$ cat src/rtl/result_image_data_storage.sv
// rtl/result_image_data_storage.sv - packs edge-detected pixels into padded 32-bit words and writes them to SRAM (optional EDGE_THRESHOLD_EN binarises pixels)
module result_image_data_storage #(
  parameter int FIFO_DEPTH = 2,
  parameter int ADDR_W     = 20,
  parameter int THRESHOLD  = 128
) (
  input  logic              clk,
  input  logic              rst,
  input  logic [31:0]       image_width,
  input  logic [31:0]       image_height,
  input  logic              start,
  input  logic              ED_wvalid,
  input  logic [7:0]        ED_wdata,
  output logic              ED_wready,
  output logic [1:0]        SO_mode,
  output logic [ADDR_W-1:0] SO_wpixNum,
  output logic [31:0]       SO_wdata,
  input  logic              SO_dfw,
  output logic              busy,
  output logic              frame_done
);

  localparam int PTR_W = $clog2(FIFO_DEPTH);
  localparam logic [PTR_W:0] DEPTH_C = (PTR_W+1)'(FIFO_DEPTH);
  localparam logic [8:0] THR9 = 9'(THRESHOLD);

`ifdef EDGE_THRESHOLD_EN
  localparam bit THR_EN = 1'b1;
`else
  localparam bit THR_EN = 1'b0;
`endif

  typedef enum logic {W_IDLE, W_REQ} wstate_t;

  wstate_t w_state, w_next;

  // frame geometry latched at start
  logic [ADDR_W-1:0] out_w_m1;
  logic [ADDR_W-1:0] out_h;
  logic [ADDR_W-1:0] stride;

  // pixel position and packing
  logic [ADDR_W-1:0] row;
  logic [ADDR_W-1:0] col;
  logic [ADDR_W-1:0] row_base;
  logic [31:0]       pack;
  logic [31:0]       pack_ins;

  // word FIFO between packer and writer
  logic [31:0]       fifo_data [FIFO_DEPTH];
  logic [ADDR_W-1:0] fifo_addr [FIFO_DEPTH];
  logic              fifo_last [FIFO_DEPTH];
  logic [PTR_W-1:0]  wr_ptr;
  logic [PTR_W-1:0]  rd_ptr;
  logic [PTR_W:0]    fifo_cnt;

  logic              fifo_full;
  logic              fifo_empty;
  logic              pixels_left;
  logic              accept;
  logic              row_end;
  logic              push;
  logic              push_last;
  logic [ADDR_W-1:0] push_addr;
  logic [7:0]        pix_byte;
  logic              load;
  logic              pop;
  logic              too_small;
  logic [ADDR_W-1:0] w_in;
  logic [ADDR_W-1:0] h_in;

  assign w_in      = image_width[ADDR_W-1:0] - ADDR_W'(2);
  assign h_in      = image_height[ADDR_W-1:0] - ADDR_W'(2);
  assign too_small = (image_width < 32'd3) || (image_height < 32'd3);

  assign fifo_full   = (fifo_cnt == DEPTH_C);
  assign fifo_empty  = (fifo_cnt == '0);
  // row reaches out_h only once every pixel of the frame has been taken
  assign pixels_left = (row != out_h);
  assign ED_wready   = busy && !fifo_full && pixels_left;
  assign accept      = ED_wvalid && ED_wready;

  assign pix_byte  = THR_EN ? (({1'b0, ED_wdata} >= THR9) ? 8'hFF : 8'h00) : ED_wdata;
  assign row_end   = (col == out_w_m1);
  assign push      = accept && ((col[1:0] == 2'b11) || row_end);
  assign push_last = row_end && ((row + ADDR_W'(1)) == out_h);
  assign push_addr = row_base + {col[ADDR_W-1:2], 2'b00};

  assign SO_mode = (w_state == W_REQ) ? 2'b10 : 2'b00;

  // insert the incoming byte into its lane; lanes not yet written stay zero
  always_comb begin
    pack_ins = pack;
    case (col[1:0])
      2'b00:   pack_ins[7:0]   = pix_byte;
      2'b01:   pack_ins[15:8]  = pix_byte;
      2'b10:   pack_ins[23:16] = pix_byte;
      default: pack_ins[31:24] = pix_byte;
    endcase
  end

  // frame control: geometry latch, row/col walk, pack register, busy/frame_done
  always_ff @(posedge clk) begin
    if (rst) begin
      busy       <= 1'b0;
      frame_done <= 1'b0;
      out_w_m1   <= '0;
      out_h      <= '0;
      stride     <= '0;
      row        <= '0;
      col        <= '0;
      row_base   <= '0;
      pack       <= '0;
    end else begin
      frame_done <= 1'b0;
      if (start && !busy) begin
        if (too_small) begin
          frame_done <= 1'b1;
        end else begin
          busy     <= 1'b1;
          out_w_m1 <= w_in - ADDR_W'(1);
          out_h    <= h_in;
          stride   <= (w_in + ADDR_W'(3)) & ~ADDR_W'(3);
          row      <= '0;
          col      <= '0;
          row_base <= '0;
          pack     <= '0;
        end
      end else if (busy) begin
        if (accept) begin
          pack <= push ? 32'h0 : pack_ins;
          if (row_end) begin
            col      <= '0;
            row      <= row + ADDR_W'(1);
            row_base <= row_base + stride;
          end else begin
            col <= col + ADDR_W'(1);
          end
        end
        if (pop && fifo_last[rd_ptr]) begin
          busy       <= 1'b0;
          frame_done <= 1'b1;
        end
      end
    end
  end

  // FIFO pointers and occupancy; simultaneous push and pop leave the count unchanged
  always_ff @(posedge clk) begin
    if (rst) begin
      wr_ptr   <= '0;
      rd_ptr   <= '0;
      fifo_cnt <= '0;
    end else begin
      if (push) wr_ptr <= wr_ptr + PTR_W'(1);
      if (pop)  rd_ptr <= rd_ptr + PTR_W'(1);
      case ({push, pop})
        2'b10:   fifo_cnt <= fifo_cnt + (PTR_W+1)'(1);
        2'b01:   fifo_cnt <= fifo_cnt - (PTR_W+1)'(1);
        default: fifo_cnt <= fifo_cnt;
      endcase
    end
  end

  // FIFO storage; contents are meaningless while the count says empty
  always_ff @(posedge clk) begin
    if (push) begin
      fifo_data[wr_ptr] <= pack_ins;
      fifo_addr[wr_ptr] <= push_addr;
      fifo_last[wr_ptr] <= push_last;
    end
  end

  // writer state register
  always_ff @(posedge clk) begin
    if (rst) w_state <= W_IDLE;
    else     w_state <= w_next;
  end

  // writer next state: load head when idle, pop on write-done
  always_comb begin
    w_next = w_state;
    load   = 1'b0;
    pop    = 1'b0;
    case (w_state)
      W_IDLE: begin
        if (!fifo_empty) begin
          load   = 1'b1;
          w_next = W_REQ;
        end
      end
      W_REQ: begin
        if (SO_dfw) begin
          pop    = 1'b1;
          w_next = W_IDLE;
        end
      end
    endcase
  end

  // request word/address registers, held stable for the whole request
  always_ff @(posedge clk) begin
    if (rst) begin
      SO_wdata   <= 32'h0;
      SO_wpixNum <= '0;
    end else if (load) begin
      SO_wdata   <= fifo_data[rd_ptr];
      SO_wpixNum <= fifo_addr[rd_ptr];
    end
  end

endmodule

$ cat config.mk
export PLATFORM = sky130hd
export DESIGN_NAME = result_image_data_storage
export DESIGN_NICKNAME = d
export VERILOG_FILES = /design/src/rtl/result_image_data_storage.sv
export SDC_FILE = /design/constraint.sdc
export NUM_CORES = 1
export LEC_CHECK = 0
export CAP_MARGIN = 30
export CORE_MARGIN = 2
export CORE_UTILIZATION = 59
export CTS_BUF_LIST = sky130_fd_sc_hd__clkbuf_4 sky130_fd_sc_hd__clkbuf_8
export CTS_CLUSTER_SIZE = 25
export DETAILED_ROUTE_END_ITERATION = 6
export DONT_BUFFER_PORTS = 1
export PLACE_DENSITY = 0.71
export RECOVER_POWER = 50
export SYNTH_ARGS = -nofsm -noshare
export SYNTH_HDL_FRONTEND = slang
export SYNTH_SLANG_ARGS = --single-unit
export TNS_END_PERCENT = 5
$ cat constraint.sdc
create_clock -name clk -period 5.8 [get_ports clk]
set_input_delay 0.29 -clock clk [delete_from_list [all_inputs] [get_ports clk]]
set_output_delay 0.29 -clock clk [all_outputs]
set_load 0.005 [all_outputs]
# Yosys cells after proc, flatten, opt, wreduce, memory -nomap -nowiden
# Memories as Yosys holds them, arrays and structs flattened. A register that Yosys moved wholly into a read port is not among the register bits.
# Index checks and enable logic that the tools add are counted.
[classes]
addsub = 12
magnitude_cmp = 2
n_eq_ne = 10
muxes = 42
bitwise = 2
reduce_logical = 21
[ops]
columns = ["operator", "n"]
rows = [
  ["$mux W20", 13],
  ["$mux W32", 5],
  ["$lt A32 B2 Y1 const B", 2],
  ["$add A20 B1 Y20 const B", 2],
  ["$add A20 B20 Y20", 2],
  ["$eq A20 B20 Y1", 2],
  ["$sub A20 B2 Y20 const B", 2],
  ["$mux W8", 4],
  ["$add A20 B2 Y20 const B", 1],
  ["$ne A20 B20 Y1", 1],
  ["$sub A20 B1 Y20 const B", 1],
  ["$mux W1", 17],
  ["$eq A2 B2 Y1 const B", 4],
  ["$reduce_bool A2 Y1", 4],
  ["$logic_and A1 B1 Y1", 7],
  ["$eq A2 B1 Y1 const B", 2],
  ["$logic_not A2 Y1", 2],
  ["$pmux W2 S2", 1],
  ["$reduce_and A4 Y1", 1],
  ["$reduce_and A3 Y1", 1],
  ["$reduce_or A3 Y1", 1],
  ["$add A1 B1 Y1 const B", 2],
  ["$add A2 B1 Y2 const B", 1],
  ["$logic_not A1 Y1", 2],
  ["other kinds (7)", 9],
]
[totals]
reg_bits = 157
mem_bits_rw = 106
input_bits = 77
output_inout_bits = 57
mem_count = 3
[memory_table]
columns = ["name", "words", "word_bits", "rd", "rd_clocked_by_memory_dff", "write_ports", "line_no", "rtl"]
rows = [
  ["fifo_data", 2, 32, 1, 1, 1, "50", "logic [31:0] fifo_data [FIFO_DEPTH];"],
  ["fifo_addr", 2, 20, 1, 1, 1, "51", "logic [ADDR_W-1:0] fifo_addr [FIFO_DEPTH];"],
  ["fifo_last", 2, 1, 1, 1, 1, "52", "logic fifo_last [FIFO_DEPTH];"],
]

# Depth between registers and ports, before layout
# Gate-level depths: netlist (run 1).
[depth]
depth_word = 10
depth_mapped = 12
depth_no_buf = 10

# Least setup slack after synthesis (run 1)
# Ideal clock, no wire load.
[synth_timing]
path_type = "register to register"
start = "reg row[16]"
end = "mem fifo_addr[0][10] (enable)"
setup_ns = 0.460
arrival_time_ns = 4.156
t_required_ns = 5.340
path_slack_ns = 1.184
stages_incl_launch_ff = 9
path_buffers = 2
period_less_slack_ns = 4.616
path_cell_list = "dfxtp_1 > xor2_1 > nor4_1 > and2_1 > a211oi_1 > clkbuf_1 > o21ai_1 > clkbuf_1 > nor2_1"
[synth_via]
elab_chain_len = 6
[synth_rtl]
columns = ["item", "line_no", "rtl"]
rows = [
  ["start: declaration", "43", "logic [ADDR_W-1:0] row;"],
  ["start signal: assignment", "134", "row <= row + ADDR_W'(1);"],
  ["$ne A20 B20 Y1", "79", "assign pixels_left = (row != out_h);"],
  ["$logic_and A1 B1 Y1", "80", "assign ED_wready = busy && !fifo_full && pixels_left;"],
  ["$logic_and A1 B1 Y1", "81", "assign accept = ED_wvalid && ED_wready;"],
  ["$logic_and A1 B1 Y1", "85", "assign push = accept && ((col[1:0] == 2'b11) || row_end);"],
  ["$mux W1", "167", "if (push) begin"],
  ["$mux W1 (not written as such)", "169", "fifo_addr[wr_ptr] <= push_addr;"],
  ["end: declaration", "51", ""],
]
# No other way between the ends.

# Worst setup path after layout (run 1)
[layout_timing]
start = "reg busy"
end = "reg row[18]"
[layout_via]
elab_chain_len = 5
word_cells_on_any_way = 11
[layout_rtl]
columns = ["item", "line_no", "rtl"]
rows = [
  ["start: declaration", "19", "output logic busy,"],
  ["start signal: assignment", "105", "busy <= 1'b0;"],
  ["start signal: assignment", "120", "busy <= 1'b1;"],
  ["start signal: assignment", "141", "busy <= 1'b0;"],
  ["$logic_and A1 B1 Y1 (2 in a row)", "80", ""],
  ["$logic_and A1 B1 Y1", "81", ""],
  ["$reduce_bool A2 Y1 (no source line)", "--", ""],
  ["$reduce_and A4 Y1 (no source line)", "--", ""],
]
# Several ways; a longest one is shown, not always the timed one.
# A chain may end at the register's enable or synchronous reset.

==> out/summary.md, run 1 <==
The synthesized design contains 308 register bits. The tools report the sequential area share after synthesis as 0.453. DRC marker count from the first detailed-route iteration: 863.

The worst hold path begins at image_height[7]. The run gives 28200 µm² as the area of the die. The fraction of synthesized cell area taken by the top area cell type works out to 0.260.

The worst hold-check path type is input port to flip-flop. The clock period could shrink to 4470 ps. STA puts the critical path data required time at 6250 ps.

The count of endpoints failing hold in the final timing report is 0. In this run the number of cells on the critical path is 7. The largest total area in the synthesized netlist belongs to sky130_fd_sc_hd__dfxtp_1. Clock-pin slew was measured on the worst setup and hold paths at 60 ps. The share of flip-flops with an asynchronous set or reset after synthesis came out at 0. The run gives 580 ps as the source-to-sink clock delay at the later pin of the worst-skew pair. The run gives -1.52 as the worst relative slew slack. The predominant post-synthesis flop cell is sky130_fd_sc_hd__dfxtp_1. The final layout contains 1770 nets.

The logs give 12300 for the total via count after detailed routing and 1330 ps for the flop-to-flop setup slack. The global router's overall resource usage came out at 0.254. The final critical-path share of the clock period works out to 0.771. The final global-route overflow total came out at 0. The final reports fail on capacitance limit, slew limit.

Counting the fill cells in the layout gives 2211. The critical path is of the flip-flop to flip-flop type. The tools report the post-route setup TNS as 0 ps. The achievable frequency was 0.224 GHz; the clock buffer count from CTS was 49. The floorplan step defined a core boundary enclosing 26700 µm².

In this run the worst setup path terminates at row[18]. Counting along the longest clock path gives a buffer depth of 3. The die boundary width works out to 168 µm.

Broken down by cell family, the worst path's largest delay share belongs to buffers and inverters. The signal on the critical path passes through nor2b_1 -> buf_4 -> and3_1 -> clkbuf_1 -> o21ai_0 -> xor2_1 -> nor2_1. After detailed routing, the total wire length is 36.3 mm.

The deepest level of the CTS H-tree came out at 2. The number of antenna violations at the first check in global routing is 0. The via count of the first global-routing pass was 11500; the cell area after placement was 16000 µm². In this run the power density over the cells is 272 nW/µm². The number of buffer and inverter instances along the worst setup path is 2, and the final number of max-transition violations is 215. The congestion estimate from routability-driven global placement came to 0.902. The count of maximum capacitance violations was 3; the leakage power was 0.00607 µW. For this run, the detailed router's first-pass iteration total came to 5. The die is 168 µm tall. The clock drives 308 sinks. Length in cells of the worst reg-to-reg path: 7. The most critical setup path has its startpoint at busy. For the count of antenna diodes in the layout, the log shows 0. Setup repair after global routing left no endpoint under its margin. The relative area change from synthesis to final layout was 9.95%. In this run the critical register-to-register path is captured at row[18]. During placement, the flow inserted port buffers numbering 0. The worst-margin pin slew was 3780 ps; the post-detailed-placement half-perimeter wirelength was 25.0 mm. The tools report the final routed DRC violation total as 0.

Along the worst path, the maximum fanout reaches 77. The worst setup path is launched from a flip-flop. On the final layout, the worst clock skew is 21.5 ps. Entering global routing, the biggest net connects 137 pins.

The number of different library cells used by synthesis comes to 80. The worst setup path is captured at a flip-flop. Summing every instance area after synthesis gives 15900 µm². The run gives 0.595 as the starting utilization of the core area. The count of cells resized by post-cts repair is 0. The cell with the largest stage delay on the worst path is sky130_fd_sc_hd__clkbuf_1. Setup violations remaining at the end of the flow were counted as 0. For the instance count of the mapped netlist, the log shows 1637. The boundary pin count was 134; the post-detailed-route wirelength per cell was 17.9 µm. The count of standard-cell rows came out at 60.

The tools report the start of the worst register-to-register path as busy. The peak supply drop was 136 µV. For this run, the slowest stage of the critical path takes 2230 ps. Sorting the synthesized cells by area gives the leading types as sky130_fd_sc_hd__dfxtp_1, sky130_fd_sc_hd__edfxtp_1, sky130_fd_sc_hd__xnor2_1. The flow ran to the end, but the final reports show violations. The layout cell share with drive strength beyond 1 is 0.0738, and the arrival time of the worst setup path is 4920 ps. The area of all placed cells without fillers came out at 17400 µm². Using the TritonRoute via totals, the vias-per-cell ratio works out to 6.07. The tree is rooted in a sky130_fd_sc_hd__clkbuf_8.

The detail route stage leaves a number of antenna-violating nets equal to 0. Mean cell area of the mapped netlist: 9.69 µm². The number of warnings reported in the yosys synthesis log is 0, and the wire length of the first global-routing pass is 58.6 mm. The number of synthesized flops with an enable pin works out to 102. TritonCTS built the clock tree.
[worst min path at each step]
stage,endpoint,slack [ps],cells after the start
floorplan,out_w_m1[0],390,1
CTS,out_h[9],20,3
finish,out_h[9],50,3
detailed placement,row[5],370,1
global placement,frame_done,370,1
global route,out_h[9],50,3
[cells in the mapped netlist (4+ instances only)]
cell / instances
sky130_fd_sc_hd__xor2_1: 52
sky130_fd_sc_hd__or3_1: 21
sky130_fd_sc_hd__mux2i_1: 56
sky130_fd_sc_hd__o22ai_1: 9
sky130_fd_sc_hd__a32o_1: 32
sky130_fd_sc_hd__a22oi_1: 19
sky130_fd_sc_hd__buf_1: 7
sky130_fd_sc_hd__dfxtp_1: 206
sky130_fd_sc_hd__edfxtp_1: 102
sky130_fd_sc_hd__nor4_1: 26
sky130_fd_sc_hd__inv_1: 37
sky130_fd_sc_hd__buf_2: 8
sky130_fd_sc_hd__a211oi_1: 86
sky130_fd_sc_hd__and3_1: 18
sky130_fd_sc_hd__a31oi_1: 11
sky130_fd_sc_hd__a21o_1: 11
sky130_fd_sc_hd__o31ai_1: 10
sky130_fd_sc_hd__or2_2: 6
sky130_fd_sc_hd__clkbuf_1: 76
sky130_fd_sc_hd__nor2b_1: 10
sky130_fd_sc_hd__ha_1: 48
sky130_fd_sc_hd__nor2_1: 174
sky130_fd_sc_hd__nand4_1: 18
sky130_fd_sc_hd__nand3b_1: 13
sky130_fd_sc_hd__xnor2_1: 89
sky130_fd_sc_hd__nand2b_1: 8
sky130_fd_sc_hd__nand2_1: 112
sky130_fd_sc_hd__a21oi_1: 82
sky130_fd_sc_hd__and4_1: 5
sky130_fd_sc_hd__o2111ai_1: 7
sky130_fd_sc_hd__nor3_1: 37
sky130_fd_sc_hd__or4_1: 13
sky130_fd_sc_hd__o21ai_0: 48
sky130_fd_sc_hd__a211o_1: 5
sky130_fd_sc_hd__mux2_2: 34
sky130_fd_sc_hd__o211ai_1: 9
sky130_fd_sc_hd__and2_1: 13
sky130_fd_sc_hd__o21a_1: 8
sky130_fd_sc_hd__nand3_1: 44
sky130_fd_sc_hd__buf_4: 4
[timing repair]
item | 4_1_cts | 5_1_grt
hold buffers | 36 | 0
setup buffers | 0 | 0
endpoints found under the hold margin | 200 | 0
[where the power goes]
| part | internal, µW | switching, µW |
|---|---|---|
| Clock | 1110 | 858 |
| Sequential | 2290 | 55.6 |
| Combinational | 171 | 253 |
| Total | 3570 | 1170 |
[metal layers]
layer  part of all wire  up-vias  GRT usage  routed length, µm
met2               0.47      328      0.425              17000
met4              0.022        0     0.0752                786
li1                   -     6089          -                  -
met1               0.46     5787      0.341              16700
met3              0.048       62     0.0421               1750
met5                  0        -          0                  0
[cells by family (layout without fill, tap and decap cells)]
family / count (synthesis) / after routing / synth area share
AO/OA/AOI/OAI: 375 / 375 / 0.165
XOR/XNOR: 141 / 141 / 0.0778
adder cells (fa/ha/maj): 50 / 50 / 0.0404
buffers and inverters: 134 / 176 / 0.0342
flip-flops: 308 / 308 / 0.453
multiplexers: 90 / 90 / 0.0594
other: 1 / 3 / 0.000236
AND/OR/NAND/NOR: 538 / 538 / 0.170
[flip-flops by register name, indices dropped and copies added (netlist names), named ones only]
register,cells
fifo_data,64
fifo_addr,36
SO_wdata,32
pack,32
col,20
out_h,20
out_w_m1,20
row,20
SO_wpixNum,18
row_base,18
stride,18
fifo_cnt,2
fifo_last,2
busy,1
frame_done,1
rd_ptr,1
w_state,1
wr_ptr,1
[cell usage in the layout (no fill, tap or decap), types with 35 or more instances in the layout]
| master | n |
|---|---|
| sky130_fd_sc_hd__nand3_1 | 44 |
| sky130_fd_sc_hd__nor3_1 | 36 |
| sky130_fd_sc_hd__ha_1 | 48 |
| sky130_fd_sc_hd__dfxtp_1 | 205 |
| sky130_fd_sc_hd__edfxtp_1 | 102 |
| sky130_fd_sc_hd__inv_1 | 37 |
| sky130_fd_sc_hd__dlygate4sd3_1 | 35 |
| sky130_fd_sc_hd__a211oi_1 | 86 |
| sky130_fd_sc_hd__xor2_1 | 52 |
| sky130_fd_sc_hd__a21oi_1 | 82 |
| sky130_fd_sc_hd__clkbuf_8 | 56 |
| sky130_fd_sc_hd__nor2_1 | 171 |
| sky130_fd_sc_hd__mux2i_1 | 56 |
| sky130_fd_sc_hd__nand2_1 | 112 |
| sky130_fd_sc_hd__xnor2_1 | 89 |
| sky130_fd_sc_hd__o21ai_0 | 48 |
[cell type report]
| class | count | area [µm²] | share of cell area |
|---|---|---|---|
| clock buffers | 70 | 876 | 0.0502 |
| clock inverters | 19 | 181 | 0.0104 |
| inverters | 37 | 139 | 0.00796 |
| multi-input cells | 1197 | 8170 | 0.468 |
| flip-flops and latches | 308 | 7190 | 0.412 |
| well taps | 341 | 427 | 0.0245 |
| repair buffers | 50 | 472 | 0.0270 |
[metrics by stage]
stage	power, µW	cells	setup slack, ps	hold WS, ps	util
5_1_grt	4920	2022	901	48.4	0.655
6_report	4740	2022	1330	50.2	0.655
2_1_floorplan	2700	1639	1180	386	-
4_1_cts	4770	2022	1930	20.3	0.656
3_3_place_gp	2760	1897	2020	373	0.602
3_5_place_dp	2770	1897	1870	374	0.602
[worst min-delay path: cells and delay by family]
| family | cells | cell delay (ps) |
|---|---|---|
| xor+xnor | 1 | 170 |
| simple gates | 1 | 40 |
| compound gates | 1 | 70 |
Power figures use the tool's default switching activity.
==> run 2, diff against run 1 <==
--- a/config.mk
+++ b/config.mk
@@ -12,7 +12,7 @@
 export CTS_CLUSTER_SIZE = 25
 export DETAILED_ROUTE_END_ITERATION = 6
 export DONT_BUFFER_PORTS = 1
-export PLACE_DENSITY = 0.71
+export PLACE_DENSITY = 0.74
 export RECOVER_POWER = 50
 export SYNTH_ARGS = -nofsm -noshare
 export SYNTH_HDL_FRONTEND = slang
==> constraint.sdc (replaced) <==
create_clock -name clk -period 3.81 [get_ports clk]
set_input_delay 0.1905 -clock clk [delete_from_list [all_inputs] [get_ports clk]]
set_output_delay 0.1905 -clock clk [all_outputs]
set_load 0.005 [all_outputs]
==> out/summary.md, run 2 (same netlist as run 1, synthesis figures left out) <==
The flop-to-flop setup slack is 430 ps, and the source-to-sink clock delay at the later pin of the worst-skew pair is 590 ps. The count of nets after finishing was 1785. The tools report the count of endpoints failing hold in the final timing report as 0. The logs give 0.661 for the final core utilization and 0 for the final setup violation count.

The final critical-path share of the clock period is 0.937, and the number of antenna violations at the first check in global routing is 1. CTS built an H-tree with a depth of 2. The layout cell share with drive strength beyond 1 was 0.0820.

Traced cell by cell, the critical path runs through or4_1 -> nor3_1 -> nand4_1 -> nand3_1 -> clkbuf_1 -> nand2_1 -> o211ai_1. The clock net in this run drives a total of 308 sinks. The worst setup slack after placement is 562 ps, and the post-detailed-route wirelength per cell is 18.0 µm.

The tools report the aggregate routed wire length as 36.7 mm. The largest register by flop count was fifo_data. The floorplan step defined a die boundary enclosing 28200 µm². The worst hold margin is 10.7 ps. The root buffer cell is sky130_fd_sc_hd__clkbuf_8.

The tools report the achievable frequency as 0.280 GHz. Leaving out fill and tap cells, the most frequent cells in the layout are sky130_fd_sc_hd__dfxtp_1, sky130_fd_sc_hd__nor2_1, sky130_fd_sc_hd__nand2_1, sky130_fd_sc_hd__edfxtp_1, sky130_fd_sc_hd__xnor2_1. The number of antenna-violating nets in the routed design is 0. The post-detailed-route via-to-cell ratio is 6.05.

After clock tree synthesis, the clock-pin slew on the worst setup and hold paths is 60 ps. The arrival time of the worst setup path is 4060 ps, and the flip-flop count of the largest register, all copies and words added is 64. The tools report the layout filler cell count as 2160. The first global-routing pass estimated 59.7 mm of wire. Clock buffer count from CTS: 49.

Clock skew on the completed layout was measured at 31.7 ps. The minimum period implied by the final worst setup slack was 3570 ps; the final global-route overflow total was 0. For the starting utilization of the core area, the log shows 0.595. The total power per unit cell area is 412 nW/µm². The run gives 12300 as the total via count after detailed routing. The library cell used most frequently in the layout, excluding fill and tap cells, is sky130_fd_sc_hd__dfxtp_1.

The last weighted congestion value of the routability-driven placer is 0.928. Setup repair after global routing left no endpoint under its margin. The slowest stage of the critical path is the sky130_fd_sc_hd__clkbuf_1 cell. The run gives 11800 as the via count of the first global-routing pass.

The largest registers in the layout are fifo_data: 64 flops, fifo_addr: 36 flops. The worst hold-check path type is input port to flip-flop. The total area inside the core boundary comes to 26700 µm².

In this run the worst path has a maximum fanout of 29. Across the run, the number of max-cap violations was 2. For the worst-case clock buffer depth, the log shows 3. The worst setup path is launched from an input port. The largest net degree at the start of global routing is 140, and the vertical die dimension is 168 µm. Leakage power: 0.00618 µW.

Buffers added to address setup during post-CTS repair amount to 0. The final number of max-transition violations is 131. The stage delay of the slowest cell on the critical path is 1230 ps, and the die boundary width is 168 µm.

The flow ran to the end, but the final reports show violations. For the DRC marker count from the first detailed-route iteration, the log shows 920. The sort of element at the end of the critical path was a flip-flop. TritonCTS built the clock tree. The HPWL after detailed placement is 25.5 mm. Class of the most critical setup path: input port to flip-flop. For the pin with the worst max-slew slack, the measured transition is 1750 ps. Data on the critical path is required at its endpoint by 4300 ps.

VDD sags by at most 224 µV. The count of standard-cell rows came out at 60. The global router's overall resource usage came out at 0.257. For the least setup slack across all paths after layout, the log shows 240 ps.

The relative area change from synthesis to final layout is 11.1%, and the final routed DRC violation total is 0. The boundary pin count is 134, and the worst relative slew slack is -0.165. For this run, the detailed router's first-pass iteration total came to 5. Port buffering added 0 buffers.

The final reports fail on capacitance limit, slew limit.
run 2: repair_timing:
action | in CTS | in global routing
gates resized for setup | 0 | 0
endpoints found under the hold margin | 240 | 0
hold buffers | 40 | 0
run 2: stage by stage:
| step | setup TNS [ps] | cell area [µm²] | std cells | total power, µW |
|---|---|---|---|---|
| CTS | 0 | 17700 | 2037 | 7320 |
| finish | 0 | 17600 | 2038 | 7270 |
| detailed placement | 0 | 16200 | 1908 | 4220 |
| global route | 0 | 17600 | 2038 | 7550 |
| floorplan | -82200 | 15900 | 1639 | 4100 |
| global placement | 0 | 16100 | 1906 | 4200 |
run 2: worst paths after layout:
check | from | endpoint | depth (start not counted)
setup / recovery | image_height[6] | out_w_m1[19] | 7
hold reg to reg | pack[27] | pack[27] | 1
hold / removal | image_width[9] | stride[11] | 5
setup reg to reg | row[6] | fifo_data[1][25] | 8
run 2: final cells by class:
class                   instances  area (µm²)  area share
diodes                          1        2.50    0.000142
multi-input cells            1197        8160       0.463
repair buffers                 65         619      0.0351
clock buffers                  71         902      0.0512
flip-flops and latches        308        7190       0.408
clock inverters                18         190      0.0108
inverters                      37         139     0.00788
well taps                     341         427      0.0242
run 2: where the power goes:
group | leakage, µW | switching (µW) | total, µW | internal [µW]
clock network | 0.000582 | 1300 | 3050 | 1750
registers | 0.00251 | 94.2 | 3580 | 3480
logic | 0.00309 | 379 | 639 | 260
total | 0.00618 | 1780 | 7270 | 5490
run 2: worst max-delay path, delay by kind of cell:
family / cells / cell delay (ps)
AO/OA/AOI/OAI: 1 / 300
buffers and inverters: 1 / 1230
AND/OR/NAND/NOR: 5 / 2330
run 2: metal layers:
metal	track usage	share of wire	vias to the layer above
met5	0	0	-
met3	0.0444	0.061	65
met4	0.0764	0.023	0
li1	-	-	6108
met2	0.427	0.46	376
met1	0.345	0.46	5776
